[config.mk]
export PLATFORM = sky130hd
export DESIGN_NAME = sys_cmd_rx_ctrl
export DESIGN_NICKNAME = d
export VERILOG_FILES = /design/src/rtl/sys_cmd_pkg.sv /design/src/rtl/cmd_timeout_cnt.sv /design/src/rtl/sys_cmd_rx_ctrl.sv
export SDC_FILE = /design/constraint.sdc
export NUM_CORES = 1
export LEC_CHECK = 0
export BUFFER_PORTS_ARGS = -buffer_cell sky130_fd_sc_hd__buf_2
export CAP_MARGIN = 20
export CORE_ASPECT_RATIO = 0.7
export CORE_MARGIN = 4
export CORE_UTILIZATION = 55
export DETAILED_ROUTE_END_ITERATION = 16
export GPL_ROUTABILITY_DRIVEN = 0
export PLACE_DENSITY = 0.76
export SYNTH_ARGS = -nofsm -noshare
export SYNTH_HDL_FRONTEND = slang
export SYNTH_SLANG_ARGS = --single-unit
[constraint.sdc]
create_clock -name CLK -period 4.95 [get_ports CLK]
set_input_delay 0.2475 -clock CLK [delete_from_list [all_inputs] [get_ports CLK]]
set_output_delay 0.2475 -clock CLK [all_outputs]
set_load 0.05 [all_outputs]
[src/rtl/sys_cmd_pkg.sv]
// sys_cmd_pkg: opcodes, FSM state encoding and helpers for the command receive controller
package sys_cmd_pkg;
  localparam logic [7:0] CMD_WR      = 8'hAA;
  localparam logic [7:0] CMD_RD      = 8'hBB;
  localparam logic [7:0] CMD_ALU_OP  = 8'hCC;
  localparam logic [7:0] CMD_ALU_NOP = 8'hDD;
  localparam logic [7:0] CMD_BURST   = 8'hEE;
  typedef enum logic [3:0] {
    S_IDLE, S_W_ADDR, S_W_DATA, S_R_ADDR, S_R_WAIT, S_OP_A, S_OP_B,
    S_FUN, S_ALU_WAIT, S_GATE_HOLD, S_BW_ADDR, S_BW_CNT, S_BW_DATA
  } state_t;
  // States waiting on the next byte of a frame are subject to the inter-byte timeout
  function automatic logic timed(state_t s);
    return !(s inside {S_IDLE, S_R_WAIT, S_ALU_WAIT, S_GATE_HOLD});
  endfunction
endpackage

[src/rtl/cmd_timeout_cnt.sv]
// cmd_timeout_cnt: inter-byte down-counter; expire pulses when TIMEOUT_CYC idle cycles elapse
module cmd_timeout_cnt #(
  parameter int TIMEOUT_CYC = 1023
) (
  input  logic CLK,
  input  logic Reset,
  input  logic en,
  input  logic clr,
  output logic expire
);
  localparam int CW = TIMEOUT_CYC > 1 ? $clog2(TIMEOUT_CYC + 1) : 1;
  logic [CW-1:0] cnt;
  always_ff @(posedge CLK or posedge Reset)
    if (Reset) cnt <= CW'(TIMEOUT_CYC);
    else cnt <= (!en || clr) ? CW'(TIMEOUT_CYC) : cnt - 1'b1;
  assign expire = (TIMEOUT_CYC != 0) && en && !clr && cnt == CW'(1);
endmodule

[src/rtl/sys_cmd_rx_ctrl.sv]
// sys_cmd_rx_ctrl: decodes the UART command stream into register-file, ALU and clock-gate controls
module sys_cmd_rx_ctrl
  import sys_cmd_pkg::*;
#(
  parameter int DATA_W      = 8,
  parameter int ADDR_W      = 4,
  parameter int FUN_W       = 4,
  parameter int OPA_ADDR    = 0,
  parameter int OPB_ADDR    = 1,
  parameter int TIMEOUT_CYC = 1023,
  parameter int GATE_HOLD   = 2
) (
  input  logic              CLK,
  input  logic              Reset,
  input  logic [DATA_W-1:0] Rx_P_Data,
  input  logic              RxValid,
  input  logic              Busy,
  output logic              ALU_EN,
  output logic [FUN_W-1:0]  ALU_FUN,
  output logic [ADDR_W-1:0] Reg_File_Adress,
  output logic              WrEN,
  output logic              RdEN,
  output logic [DATA_W-1:0] WrData,
  output logic              CLK_GATE_EN,
  output logic              Cmd_Err,
  output logic              Addr_Err,
  output logic              Timeout_Err,
  output logic              Overrun_Err,
  output logic              Ctrl_Idle
);
  localparam int HW = GATE_HOLD > 1 ? $clog2(GATE_HOLD) : 1;
  state_t state, state_n, cmd_state;
  logic [ADDR_W-1:0] addr_r, addr_n, rf_addr_n;
  logic [DATA_W-1:0] bcnt_r, bcnt_n, wr_data_n;
  logic [HW-1:0] hold_r, hold_n;
  logic [FUN_W-1:0] fun_n;
  logic alu_en_n, wr_en_n, rd_en_n, cmd_err_n, addr_err_n, ov_err_n, expire, addr_ok;
  cmd_timeout_cnt #(.TIMEOUT_CYC(TIMEOUT_CYC)) u_timeout (
    .CLK(CLK), .Reset(Reset), .en(timed(state)), .clr(RxValid), .expire(expire)
  );
  assign addr_ok = (Rx_P_Data >> ADDR_W) == '0;
  assign cmd_state = Rx_P_Data == DATA_W'(CMD_WR)      ? S_W_ADDR :
                     Rx_P_Data == DATA_W'(CMD_RD)      ? S_R_ADDR :
                     Rx_P_Data == DATA_W'(CMD_ALU_OP)  ? S_OP_A   :
                     Rx_P_Data == DATA_W'(CMD_ALU_NOP) ? S_FUN    :
                     Rx_P_Data == DATA_W'(CMD_BURST)   ? S_BW_ADDR : S_IDLE;
  always_comb begin
    state_n = state;
    addr_n = addr_r;
    bcnt_n = bcnt_r;
    hold_n = hold_r;
    fun_n = ALU_FUN;
    rf_addr_n = Reg_File_Adress;
    wr_data_n = WrData;
    alu_en_n = 1'b0;
    wr_en_n = 1'b0;
    rd_en_n = 1'b0;
    cmd_err_n = 1'b0;
    addr_err_n = 1'b0;
    ov_err_n = 1'b0;
    if (expire) state_n = S_IDLE;
    else case (state)
      S_IDLE: if (RxValid) begin
        state_n = cmd_state;
        cmd_err_n = cmd_state == S_IDLE;
      end
      S_W_ADDR, S_R_ADDR, S_BW_ADDR: if (RxValid) begin
        addr_err_n = !addr_ok;
        addr_n = Rx_P_Data[ADDR_W-1:0];
        state_n = !addr_ok ? S_IDLE : state == S_W_ADDR ? S_W_DATA : state == S_R_ADDR ? S_R_WAIT : S_BW_CNT;
      end
      S_W_DATA, S_BW_DATA: if (RxValid) begin
        wr_en_n = 1'b1;
        rf_addr_n = addr_r;
        wr_data_n = Rx_P_Data;
        addr_n = addr_r + 1'b1;
        bcnt_n = bcnt_r - 1'b1;
        state_n = (state == S_W_DATA || bcnt_r == DATA_W'(1)) ? S_IDLE : S_BW_DATA;
      end
      S_OP_A, S_OP_B: if (RxValid) begin
        wr_en_n = 1'b1;
        rf_addr_n = state == S_OP_A ? ADDR_W'(OPA_ADDR) : ADDR_W'(OPB_ADDR);
        wr_data_n = Rx_P_Data;
        state_n = state == S_OP_A ? S_OP_B : S_FUN;
      end
      S_FUN: if (RxValid) begin
        fun_n = Rx_P_Data[FUN_W-1:0];
        state_n = S_ALU_WAIT;
      end
      // A byte arriving while waiting is dropped and the wait does not progress that cycle
      S_R_WAIT, S_ALU_WAIT: begin
        ov_err_n = RxValid;
        if (!RxValid && !Busy) begin
          rd_en_n = state == S_R_WAIT;
          alu_en_n = state == S_ALU_WAIT;
          rf_addr_n = state == S_R_WAIT ? addr_r : Reg_File_Adress;
          hold_n = HW'(GATE_HOLD - 1);
          state_n = (state == S_ALU_WAIT && GATE_HOLD > 0) ? S_GATE_HOLD : S_IDLE;
        end
      end
      S_GATE_HOLD: begin
        ov_err_n = RxValid;
        hold_n = hold_r - 1'b1;
        state_n = hold_r == '0 ? S_IDLE : S_GATE_HOLD;
      end
      S_BW_CNT: if (RxValid) begin
        bcnt_n = Rx_P_Data;
        state_n = Rx_P_Data == '0 ? S_IDLE : S_BW_DATA;
      end
      default: state_n = S_IDLE;
    endcase
  end
  always_ff @(posedge CLK or posedge Reset)
    if (Reset) begin
      state <= S_IDLE;
      addr_r <= '0;
      bcnt_r <= '0;
      hold_r <= '0;
      ALU_EN <= 1'b0;
      ALU_FUN <= '0;
      Reg_File_Adress <= '0;
      WrEN <= 1'b0;
      RdEN <= 1'b0;
      WrData <= '0;
      CLK_GATE_EN <= 1'b0;
      Cmd_Err <= 1'b0;
      Addr_Err <= 1'b0;
      Timeout_Err <= 1'b0;
      Overrun_Err <= 1'b0;
      Ctrl_Idle <= 1'b1;
    end else begin
      state <= state_n;
      addr_r <= addr_n;
      bcnt_r <= bcnt_n;
      hold_r <= hold_n;
      ALU_EN <= alu_en_n;
      ALU_FUN <= fun_n;
      Reg_File_Adress <= rf_addr_n;
      WrEN <= wr_en_n;
      RdEN <= rd_en_n;
      WrData <= wr_data_n;
      CLK_GATE_EN <= state inside {S_FUN, S_ALU_WAIT, S_GATE_HOLD};
      Cmd_Err <= cmd_err_n;
      Addr_Err <= addr_err_n;
      Timeout_Err <= expire;
      Overrun_Err <= ov_err_n;
      Ctrl_Idle <= state_n == S_IDLE;
    end
endmodule

==> impl_metrics.csv <==
group,metric,value,unit
cts,postCtsSetupRepairBufs,0,
placed_design,hpwl,4.54,mm
timing,fin_crit,2.61,ns
route,drt_pass1_iterations,5,
timing,slew_viol_final,0,
route,wl,6.33,mm
cts,cts.clk_slew.worst_paths,0.09,ns
grt,grt_busiest_layer,"met2",
layout,drive_gt1_share,23.6,%
synth,ys.flop_type,"dfrtp_1",
timing,finalHoldViolCount,0,
cts,clk_latency,0.31,ns
timing,tightest_slew,0.874,ns
worst_setup_path,slowest_stage,"dfrtp_1",
worst_setup_path,slowest_delay,0.78,ns
cts,clock_path_buffers,2,
worst_setup_path,worstPathArrival,2.81,ns
grt,gr-total-overflow,0,
route,via_count,2387,
worst_setup_path,critPathTopFamily,"simple AND/OR/NAND/NOR gates",
pwr,ir_drop,0.359,mV
worst_setup_path,endpoint_kind,"flop",
grt,grt_pass1_vias,2199,
worst_setup_path,cp.buffers_inverters,0,
floorplanning,io_pins,37,
run_status,status,"finished clean",
route,drc_errors,0,
synth,synth_edf_count,0,
floorplanning,initial_utilization,58.5,%
synth,synth_cell_types,61,
grt,use_met2,32.1,%
grt,grt_antenna_before_repair,0,
timing,rsz0062_at_grt,"false",
placed_design,post_dp_cell_area,3070,um^2
cts,cts.sinks,52,
synth,ys_ff_latch,52,
worst_setup_path,crit_fanout,21,
cts,cts_tree,"yes",
route,wl_per_cell,15.5,um
synth,syn-cell-area,2890,um^2
synth,avgSynthCellArea,9.32,um^2
worst_setup_path,cp.required,5.15,ns
synth,synth_top_area_share,35.5,%
synth,yosys-top-cells-area,"dfrtp_1 35%, dfstp_2 10%, o21ai_0 5.0%",
cts,cts_root_buf,"clkbuf_8",
worst_setup_path,startpoint_type,"flop",
timing,clock_skew,0.00465,ns
run,drv_cap,0,
pwr,pwr_density_cell,586,nW/um^2
synth,synth_cells,310,
worst_setup_path,path_cells,"and4bb_2, nor2_1, nand2_1, nand2_2, mux2_2",
cts,htreeDepth,2,
cts,numCtsBuffers,5,
floorplanning,rows,21,
route,detail-route-antenna-nets,0,
floorplanning,core,4940,um^2
grt,grtUsageTotal,21.5,%
timing,setup_tns,0,ns
pwr,power.leakage,1.42,nW
placed_design,port_buffers,36,
layout,diodes,0,
grt,grt_max_degree,53,
layout,fin_area,3160,um^2
synth,ys.warnings.count,0,
timing,setup_violations,0,
layout,utilization,64.0,%
layout,syn_to_final_growth,9.35,%
grt,grt_util_met1,30.1,%
min_path,min_path_type,"input pin to asynchronous set/reset pin",
route,via_per_inst,5.85,
grt,grt_first_pass_wirelength,10.8,mm
cts,cts_resized,0,
timing,max_freq,0.383,GHz
worst_setup_path,worstSetupPathType,"flop to flop",
timing,period_share,52.7,%
cts,hold_buffers,0,
synth,synth_async_sr_flop_share,100,%
floorplanning,die_h,68.7,um
synth,synth_top_cell_by_area,"dfrtp_1",
synth,ys_seq_area_share,45.5,%
floorplanning,fp.dieW,94.6,um
synth,synth_nets,327,
grt,use_met3,6.18,%
layout,finalNetCount,355,
timing,relSlewSlack,41.4,%
route,drt-initial-drc-count,219,
floorplanning,die_area,6500,um^2
cell type report:
class                   instances  area [um^2]
multi-input cells             232         1440
fillers                       445         1780
clock inverters                 2         15.0
clock buffers                   6         72.6
inverters                       9         33.8
repair buffers                 38          195
well taps                      69         86.3
flip-flops and latches         52         1320
layout by cell type (no fill, tap or decap), types with 4 or more instances in the layout:
master	Yosys	routed
nor4_1	6	6
buf_2	10	36
xnor2_1	4	4
and3_1	6	6
dfrtp_1	41	41
dfstp_2	11	11
nor3_1	12	12
nand2_1	34	34
inv_1	9	8
mux2_2	12	12
clkbuf_8	0	5
a21oi_1	21	21
o21ai_0	29	29
nor2b_1	4	4
ha_1	5	5
nand3_1	9	9
nor2_1	35	35
synthesized netlist by cell type, types with 3 or more instances:
cell	instances
a21oi_1	21
a31oi_1	3
a41oi_1	3
and3_1	6
buf_2	10
buf_4	4
dfrtp_1	41
dfstp_2	11
ha_1	5
inv_1	9
mux2_2	12
nand2_1	34
nand3_1	9
nor2_1	35
nor2b_1	4
nor3_1	12
nor4_1	6
o21ai_0	29
o22ai_1	3
or3_1	3
xnor2_1	4
tightest hold or removal path: stages:
cell   delay, ns
buf_2       0.10
inv_2       0.03
buf_4       0.50
power breakdown:
group / internal (mW) / leakage, nW / total (mW) / switching (mW)
clock network: 0.101 / 0.0457 / 0.243 / 0.142
registers: 0.570 / 0.644 / 0.730 / 0.160
logic: 0.284 / 0.727 / 0.880 / 0.596
total: 0.955 / 1.42 / 1.85 / 0.898
through the flow:
stage                     hold WS [ns]  power [mW]  instances  setup slack, ns
final                           0.0895        1.85        408             2.34
after detailed placement         0.459        1.61        400             2.35
after global placement           0.449        1.59        399             2.20
after floorplan                  0.398        1.42        310             3.16
after global routing             0.143        1.99        408             2.06
after CTS                        0.111        1.85        408             2.36
path summary, 6_finish.rpt:
check	slack, ns	end	from	cells after the start
max	2.34	WrData[4]$_DFFE_PP0P_	state[0]$_DFF_PP0_	5
max in group asynchronous	4.44	ALU_EN$_DFF_PP0_	Reset	3
max reg2reg	2.34	WrData[4]$_DFFE_PP0P_	state[0]$_DFF_PP0_	5
min	0.09	bcnt_r[1]$_DFFE_PP0P_	Reset	3
min in group CLK	0.25	addr_r[0]$_DFFE_PP0P_	Rx_P_Data[0]	3
min reg2reg	0.48	u_timeout.cnt[0]$_DFF_PP1_	u_timeout.cnt[0]$_DFF_PP1_	1
per-layer routing:
metal | part of all wire, % | wire length (um) | up-vias
met5 | 0 | 0 | -
met4 | 1.2 | 73 | 0
met3 | 7.6 | 480 | 8
met2 | 43 | 2700 | 84
met1 | 49 | 3080 | 1133
li1 | - | - | 1162
sequential cells by signal, indices dropped and copies added, names as in the netlist, 4 cells and up:
signal,count
state,4
addr_r,4
WrData,8
Reg_File_Adress,4
ALU_FUN,4
u_timeout.cnt,10
bcnt_r,8
cell families (layout without fill, tap and decap cells):
group,count (synthesis),count (layout),share of synthesized area [%]
and+or+nand+nor,127,127,22.9
muxes,14,14,5.37
DFF,52,52,45.5
AOI/OAI and AO/OA,80,80,17.6
buffers and inverters,26,55,4.59
adders and majority gates,5,5,2.16
xor gates and xnor gates,6,6,1.82
No activity file was read; power rests on OpenSTA's default activity.
